File: src/rtl/rfphoenix_mem_arbiter_pkg.sv
// ============================================================================
// Module  : rfphoenix_mem_arbiter_pkg
// Brief   : Memory request/response types and arbiter constants.
// Revision: 1.0 - initial release
// ============================================================================
`default_nettype none

package rfphoenix_mem_arbiter_pkg;

    localparam int MEMARB_SRC_MSB  = 7;
    localparam int MEMARB_SEQ_BITS = 5;
    localparam int MEMARB_SRC_BITS = 8 - MEMARB_SEQ_BITS;

    typedef enum logic [2:0] {
        byt   = 3'd0,
        wyde  = 3'd1,
        tetra = 3'd2,
        octa  = 3'd3,
        hexi  = 3'd4,
        vect  = 3'd5
    } memsz_t;

    typedef struct packed {
        logic        v;
        logic [7:0]  tid;
        logic        wr;
        memsz_t      sz;
        logic [4:0]  step;
        logic [4:0]  count;
        logic [31:0] adr;
        logic [31:0] dat;
    } MemoryRequest;

    typedef struct packed {
        logic        v;
        logic [7:0]  tid;
        logic        err;
        logic [31:0] dat;
    } MemoryResponse;

    localparam int MEMARB_REQ_W  = $bits(MemoryRequest);
    localparam int MEMARB_RESP_W = $bits(MemoryResponse);

    typedef enum logic [0:0] {
        ARB  = 1'b0,
        HOLD = 1'b1
    } memarb_state_t;

    // Transaction id: source index in the top bits, per-source sequence below.
    function automatic logic [7:0] memarb_tid(
        input logic [MEMARB_SRC_BITS-1:0] src,
        input logic [MEMARB_SEQ_BITS-1:0] seq
    );
        return {src, seq};
    endfunction

endpackage

`default_nettype wire

File: src/rtl/rfphoenix_rr_pick.sv
// ============================================================================
// Module  : rfphoenix_rr_pick
// Brief   : Round-robin first-one finder; searches upward from i_rr modulo NREQ.
// Revision: 1.0 - initial release
// ============================================================================
`default_nettype none

module rfphoenix_rr_pick #(
    parameter int NREQ  = 4,
    parameter int IDX_W = 3
) (
    input  logic [NREQ-1:0]  i_eligible,
    input  logic [IDX_W-1:0] i_rr,
    output logic [NREQ-1:0]  o_grant,
    output logic [IDX_W-1:0] o_idx,
    output logic             o_found
);

    logic [NREQ-1:0]  w_rot;
    logic [IDX_W-1:0] w_off;
    logic [IDX_W:0]   w_sum;

    // Rotating the doubled mask puts source i_rr at bit 0 (i_rr < NREQ always).
    assign w_rot = NREQ'({i_eligible, i_eligible} >> i_rr);

    always_comb begin
        w_off = '0;
        for (int k = NREQ - 1; k >= 0; k--) begin
            if (w_rot[k]) begin
                w_off = IDX_W'(k);
            end
        end
    end

    assign w_sum   = {1'b0, i_rr} + {1'b0, w_off};
    assign o_idx   = (w_sum >= (IDX_W+1)'(NREQ)) ? IDX_W'(w_sum - (IDX_W+1)'(NREQ))
                                                 : w_sum[IDX_W-1:0];
    assign o_found = |i_eligible;
    assign o_grant = o_found ? (NREQ'(1) << o_idx) : '0;

endmodule

`default_nettype wire

File: src/rtl/rfphoenix_mem_arbiter.sv
// ============================================================================
// Module  : rfphoenix_mem_arbiter
// Brief   : Round-robin memory request arbiter with tid stamping, response
//           steering and per-source outstanding caps. Optional vector lock:
//           RFPHOENIX_MEMARB_VECLOCK_EN.
// Revision: 1.0 - initial release
// ============================================================================
`default_nettype none

module rfphoenix_mem_arbiter
    import rfphoenix_mem_arbiter_pkg::*;
#(
    parameter int NREQ   = 4,
    parameter int MAXOUT = 7
) (
    input  logic                          clk_i,
    input  logic                          rst_i,
    input  logic [NREQ*MEMARB_REQ_W-1:0]  req_i,
    input  logic [NREQ-1:0]               req_v_i,
    output logic [NREQ-1:0]               req_rdy_o,
    output logic [MEMARB_REQ_W-1:0]       mreq_o,
    input  logic                          mreq_rdy_i,
    input  logic [MEMARB_RESP_W-1:0]      resp_i,
    output logic [NREQ-1:0]               resp_v_o,
    output logic [MEMARB_RESP_W-1:0]      resp_o,
    output logic                          busy_o
);

    localparam int CNT_W = 5;
    localparam int SRC_W = MEMARB_SRC_BITS;
    localparam logic [CNT_W-1:0] c_maxout = CNT_W'(MAXOUT);

    MemoryRequest                r_mreq;
    MemoryResponse               r_resp;
    MemoryResponse               w_resp;
    logic [NREQ-1:0]             r_resp_v;
    logic [SRC_W-1:0]            r_rr;
    logic [SRC_W-1:0]            w_resp_src;

    logic [NREQ-1:0]             w_elig_raw;
    logic [NREQ-1:0]             w_elig;
    logic [NREQ-1:0]             w_lock_mask;
    logic [NREQ-1:0]             w_gnt_oh;
    logic [NREQ-1:0]             w_dec;
    logic [NREQ-1:0]             w_cnt_nz;
    logic [SRC_W-1:0]            w_gnt_idx;
    logic                        w_gnt_any;
    logic                        w_slot_free;
    logic                        w_grant;
    logic                        w_rr_adv;
    MemoryRequest                w_sel;
    logic [MEMARB_SEQ_BITS-1:0]  w_sel_seq;
    logic [MEMARB_SEQ_BITS-1:0]  w_seq [NREQ];

    assign w_resp      = MemoryResponse'(resp_i);
    assign w_resp_src  = w_resp.tid[MEMARB_SRC_MSB -: SRC_W];
    assign w_slot_free = !r_mreq.v || mreq_rdy_i;
    assign w_elig      = w_elig_raw & w_lock_mask;
    assign w_grant     = w_slot_free && w_gnt_any;
    assign req_rdy_o   = w_grant ? w_gnt_oh : '0;

    rfphoenix_rr_pick #(
        .NREQ  (NREQ),
        .IDX_W (SRC_W)
    ) u_pick (
        .i_eligible (w_elig),
        .i_rr       (r_rr),
        .o_grant    (w_gnt_oh),
        .o_idx      (w_gnt_idx),
        .o_found    (w_gnt_any)
    );

    // Per-source outstanding counter and sequence number.
    for (genvar i = 0; i < NREQ; i++) begin : g_src
        logic [CNT_W-1:0]           r_cnt;
        logic [MEMARB_SEQ_BITS-1:0] r_seq;
        logic                       w_inc;

        assign w_inc         = w_grant && w_gnt_oh[i];
        assign w_dec[i]      = w_resp.v && (w_resp_src == SRC_W'(i));
        assign w_elig_raw[i] = req_v_i[i] && (r_cnt < c_maxout);
        assign w_cnt_nz[i]   = (r_cnt != '0);
        assign w_seq[i]      = r_seq;

        always_ff @(posedge clk_i) begin
            if (rst_i) begin
                r_cnt <= '0;
                r_seq <= '0;
            end else begin
                if (w_inc && !w_dec[i]) begin
                    r_cnt <= r_cnt + CNT_W'(1);
                end else if (!w_inc && w_dec[i] && (r_cnt != '0)) begin
                    r_cnt <= r_cnt - CNT_W'(1);
                end
                if (w_inc) begin
                    r_seq <= r_seq + MEMARB_SEQ_BITS'(1);
                end
            end
        end
    end

    always_comb begin
        w_sel     = '0;
        w_sel_seq = '0;
        for (int i = 0; i < NREQ; i++) begin
            if (w_gnt_oh[i]) begin
                w_sel     = MemoryRequest'(req_i[i*MEMARB_REQ_W +: MEMARB_REQ_W]);
                w_sel_seq = w_seq[i];
            end
        end
    end

`ifdef RFPHOENIX_MEMARB_VECLOCK_EN
    memarb_state_t    r_state;
    memarb_state_t    w_state_nxt;
    logic [SRC_W-1:0] r_lock;
    logic [SRC_W-1:0] w_lock_nxt;

    assign w_lock_mask = (r_state == HOLD) ? (NREQ'(1) << r_lock) : '1;

    always_ff @(posedge clk_i) begin
        if (rst_i) begin
            r_state <= ARB;
            r_lock  <= '0;
        end else begin
            r_state <= w_state_nxt;
            r_lock  <= w_lock_nxt;
        end
    end

    // rr stays put from the locking grant until the releasing beat.
    always_comb begin
        w_state_nxt = r_state;
        w_lock_nxt  = r_lock;
        w_rr_adv    = w_grant;
        case (r_state)
            ARB: begin
                if (w_grant && (w_sel.sz == vect) && (w_sel.step != w_sel.count)) begin
                    w_state_nxt = HOLD;
                    w_lock_nxt  = w_gnt_idx;
                    w_rr_adv    = 1'b0;
                end
            end
            HOLD: begin
                w_rr_adv = 1'b0;
                if (w_grant && (w_sel.step == w_sel.count)) begin
                    w_state_nxt = ARB;
                    w_rr_adv    = 1'b1;
                end
            end
            default: begin
                w_state_nxt = ARB;
            end
        endcase
    end
`else
    assign w_lock_mask = '1;
    assign w_rr_adv    = w_grant;
`endif

    always_ff @(posedge clk_i) begin
        if (rst_i) begin
            r_mreq <= '0;
            r_rr   <= '0;
        end else begin
            if (w_grant) begin
                r_mreq     <= w_sel;
                r_mreq.v   <= 1'b1;
                r_mreq.tid <= memarb_tid(w_gnt_idx, w_sel_seq);
            end else if (w_slot_free) begin
                r_mreq.v <= 1'b0;
            end
            if (w_rr_adv) begin
                r_rr <= (w_gnt_idx == SRC_W'(NREQ - 1)) ? '0 : w_gnt_idx + SRC_W'(1);
            end
        end
    end

    // Ids outside 0..NREQ-1 match no w_dec bit, so they are dropped here.
    always_ff @(posedge clk_i) begin
        if (rst_i) begin
            r_resp   <= '0;
            r_resp_v <= '0;
        end else begin
            r_resp   <= w_resp;
            r_resp_v <= w_dec;
        end
    end

    assign mreq_o   = r_mreq;
    assign resp_o   = r_resp;
    assign resp_v_o = r_resp_v;
    assign busy_o   = r_mreq.v || (|w_cnt_nz);

endmodule

`default_nettype wire

File: config.mk
export PLATFORM = sky130hd
export DESIGN_NAME = rfphoenix_mem_arbiter
export DESIGN_NICKNAME = d
export VERILOG_FILES = /design/src/rtl/rfphoenix_mem_arbiter_pkg.sv /design/src/rtl/rfphoenix_rr_pick.sv /design/src/rtl/rfphoenix_mem_arbiter.sv
export SDC_FILE = /design/constraint.sdc
export NUM_CORES = 1
export LEC_CHECK = 0
export ABC_AREA = 1
export CORE_AREA = 2 2 209 211
export CTS_CLUSTER_SIZE = 40
export DETAILED_ROUTE_END_ITERATION = 6
export DIE_AREA = 0 0 211 213
export GPL_TIMING_DRIVEN = 1
export PLACE_DENSITY_LB_ADDON = 0.15
export SETUP_SLACK_MARGIN = 0.4
export SYNTH_ARGS = -nofsm -noshare
export SYNTH_HDL_FRONTEND = slang
export SYNTH_HIERARCHICAL = 1
export SYNTH_SLANG_ARGS = --single-unit
File: constraint.sdc
create_clock -name clk_i -period 17.2 [get_ports clk_i]
set_input_delay 5.16 -clock clk_i [delete_from_list [all_inputs] [get_ports clk_i]]
set_output_delay 5.16 -clock clk_i [all_outputs]
set_load 0.005 [all_outputs]
==> results.json <==
{
  "cts_resized": 0,
  "gp_congestion": 0.8582,
  "setup_ws_ns": 2.738,
  "synthesis.nets": 1718,
  "crit_required_ns": 12.04,
  "antenna_left": 0,
  "netlist.area_leader.share": 0.3908,
  "end_kind": "output pin",
  "cp_slowest_cell": "fa_1",
  "cts_hold_buf": 0,
  "finClkSkew_ns": 0.01648,
  "hold_viol": 0,
  "post-place-ws_ns": 2.727,
  "nets": 2160,
  "grt_pass1_wl_mm": 62.13,
  "min_path_type": "reg2reg",
  "wire_per_inst_um": 18.97,
  "dp_hpwl_mm": 31.91,
  "irDropWorstVdd_mv": 0.2094,
  "status": "complete, no violations",
  "fmax_mhz": 69.15,
  "placed_area_um2": 14350,
  "power.internal_mw": 1.512,
  "synth_warnings": 6,
  "rsz0062_at_grt": "false",
  "cts_root_buf": "clkbuf_16",
  "drv_slew": 0,
  "num_antenna_cells": 0,
  "tightest_slew_ns": 1.187,
  "grt-ovfl-total": 0,
  "clk_pin_slew_ns": 0.08,
  "grt_antenna_before_repair": 0,
  "synthCells": 1296,
  "path_cells": "clkdlybuf4s50_1 -> nand2_1 -> a31oi_1 -> nand2_1 -> nand2_1 -> nand2_1 -> nand2_1 -> inv_1 -> nand2_1 -> a21oi_2 -> ha_1 -> fa_1 -> inv_1 -> nor3_1 -> nand3_2 -> inv_2 -> clkdlybuf4s50_1",
  "setup_viol_count_final": 0,
  "clock-sinks": 176,
  "pwr-share-seq": 0.187,
  "max_stage_delay_ns": 0.63,
  "postCtsSetupRepairBufs": 0,
  "fin_area_um2": 14980,
  "grt_max_degree": 85,
  "timing.setup.tns_ns": 0,
  "crit_path_frequent_cell": "nand2_1",
  "die_area_um2": 44940,
  "yosys-top-cells-area": "dfxtp_1 (39%), nand2_1 (17%), a21oi_1 (6.7%)",
  "critPathMaxFanout": 19,
  "max-slew-margin-rel": 0.2076,
  "h-tree-depth": 4,
  "synth.distinct_cells": 33,
  "drt_wl_total_mm": 43.55,
  "syn_area_per_cell_um2": 6.957,
  "cts_buffers": 17,
  "comb_power_share": 0.670,
  "holdWs_ns": 0.4749,
  "avgViaCountPerCell": 4.499,
  "synth.largest_area_cell": "dfxtp_1",
  "drv_cap": 0,
  "nFillCells": 4530,
  "area_growth_pct": 66.14,
  "rows": 76,
  "start_util": 0.2112,
  "critical_path_class": "in2out",
  "dr.pass1.iters": 5,
  "cp.arrival_ns": 9.30,
  "drc": 0,
  "drive_gt1_frac": 0.04057,
  "period_minus_slack_ns": 14.46,
  "num_vias": 10329,
  "switching_share": 0.5046,
  "grt_use_total": 0.1862,
  "period_share": 0.8408,
  "start_kind": "primary input",
  "drt_iter0_markers": 592,
  "power_density_nw_per_um2": 203.8,
  "syn_area_um2": 9016,
  "coreArea_um2": 42700,
  "switchingPower_mw": 1.540,
  "clock_path_buffers": 2,
  "ys_seq_area_frac": 0.3908,
  "pwr-share-clk": 0.143,
  "yosys_register_bits": 176,
  "fin_util": 0.3508,
  "power.leakage_nw": 5.830,
  "insertion_delay_ns": 0.49,
  "pin_count": 535,
  "cts_tree": "built",
  "numPortBuffers": 498,
  "grt_pass1_vias": 9715,
  "die_height_um": 213,
  "die_w_um": 211
}
==> placed cells by master, fill, tap and decap left out, drive strengths merged <==
cell           count
clkinvlp           2
nor3              10
or2                1
ha                20
o221ai             3
clkinv             2
a21oi            121
dfxtp            176
xnor2              8
xor2               2
bufinv             4
nand3             35
a311oi             1
o211ai            79
o21ai             33
nand2            417
nand3b             3
fa                 5
a31oi             83
nor2             100
clkdlybuf4s50    497
clkbuf            17
a211oi             1
nor3b              1
inv              109
buf               11
nand4              9
==> final timing paths <==
check                                        end  cells past startpoint                            from  slack [ns]
setup / recovery                    req_rdy_o[3]                     17                      req_v_i[1]        2.74
hold / removal           mreq_o[85]$_SDFFE_PP0N_                      2         mreq_o[85]$_SDFFE_PP0N_        0.47
setup reg to reg  g_src[3].r_cnt[4]$_SDFFE_PP0P_                     25  g_src[1].r_cnt[4]$_SDFFE_PP0P_       12.14
hold reg to reg          mreq_o[85]$_SDFFE_PP0N_                      2         mreq_o[85]$_SDFFE_PP0N_        0.47
==> power by group through the flow <==
stage	sequential (mW)	clock [mW]	combinational, mW
floorplan	0.575	0	1.40
detailed placement	0.580	0	2.07
CTS	0.571	0.457	2.08
global placement	0.577	0	2.06
global route	0.584	0.471	2.30
finish	0.571	0.437	2.04
==> routing by layer <==
metal  GRT usage  up-vias  wire length, um
met2      0.3172      287            21650
li1            -     5206                -
met5           0        -                0
met1      0.2228     4793            18330
met3     0.05457       43             2658
met4     0.06605        0              910
==> registers in the layout, summed over array words and instances (netlist names) <==
register	count
g_src.r_cnt	20
g_src.r_seq	20
mreq_o	87
r_rr	3
resp_o	42
resp_v_o	4
==> cell usage after synthesis <==
master,n
a211oi_1,1
a21oi_1,120
a21oi_2,1
a311oi_1,1
a31oi_1,83
buf_1,4
buf_2,25
buf_4,5
buf_6,8
clkbuf_1,43
dfxtp_1,176
fa_1,5
ha_1,20
inv_1,94
inv_2,9
nand2_1,409
nand2_2,8
nand3_1,31
nand3_2,4
nand3b_1,3
nand4_1,9
nor2_1,97
nor2_2,3
nor3_1,10
nor3b_1,1
o211ai_1,79
o21ai_0,30
o21ai_1,2
o21ai_2,1
o221ai_1,3
or2_0,1
xnor2_1,8
xor2_1,2
==> cell type report <==
| cell class | instances | area, um^2 | share of cell area |
|---|---|---|---|
| Timing Repair Buffer | 508 | 5057 | 0.3376 |
| Multi-Input combinational cell | 932 | 4702 | 0.3139 |
| Sequential cell | 176 | 3523 | 0.2352 |
| Tap cell | 546 | 683.2 | 0.04561 |
| Clock buffer | 17 | 425.4 | 0.02840 |
| Inverter | 103 | 386.6 | 0.02581 |
| Clock inverter | 14 | 201.4 | 0.01345 |
==> logic make-up (layout without fill, tap and decap cells) <==
family | Yosys count | in the layout | share of synthesized area
DFF | 176 | 176 | 0.3908
buffers and inverters | 188 | 642 | 0.09048
AOI/OAI and AO/OA | 321 | 321 | 0.2144
and+or+nand+nor | 576 | 576 | 0.2558
adders and majority gates | 25 | 25 | 0.03886
xor gates and xnor gates | 10 | 10 | 0.009715
==> through the flow <==
step	std cells	power, mW
2_1_floorplan	1296	1.974
6_report	2296	3.052
4_1_cts	2296	3.105
5_1_grt	2296	3.359
3_5_place_dp	2265	2.650
3_3_place_gp	2265	2.642
==> worst max-delay path, delay by kind of cell <==
kind / cells / cell delay (ns)
and+or+nand+nor: 8 / 1.25
adders and majority gates: 2 / 0.84
buffers and inverters: 5 / 1.71
AOI/OAI and AO/OA: 2 / 0.33
(Power assumes the default switching activity.)
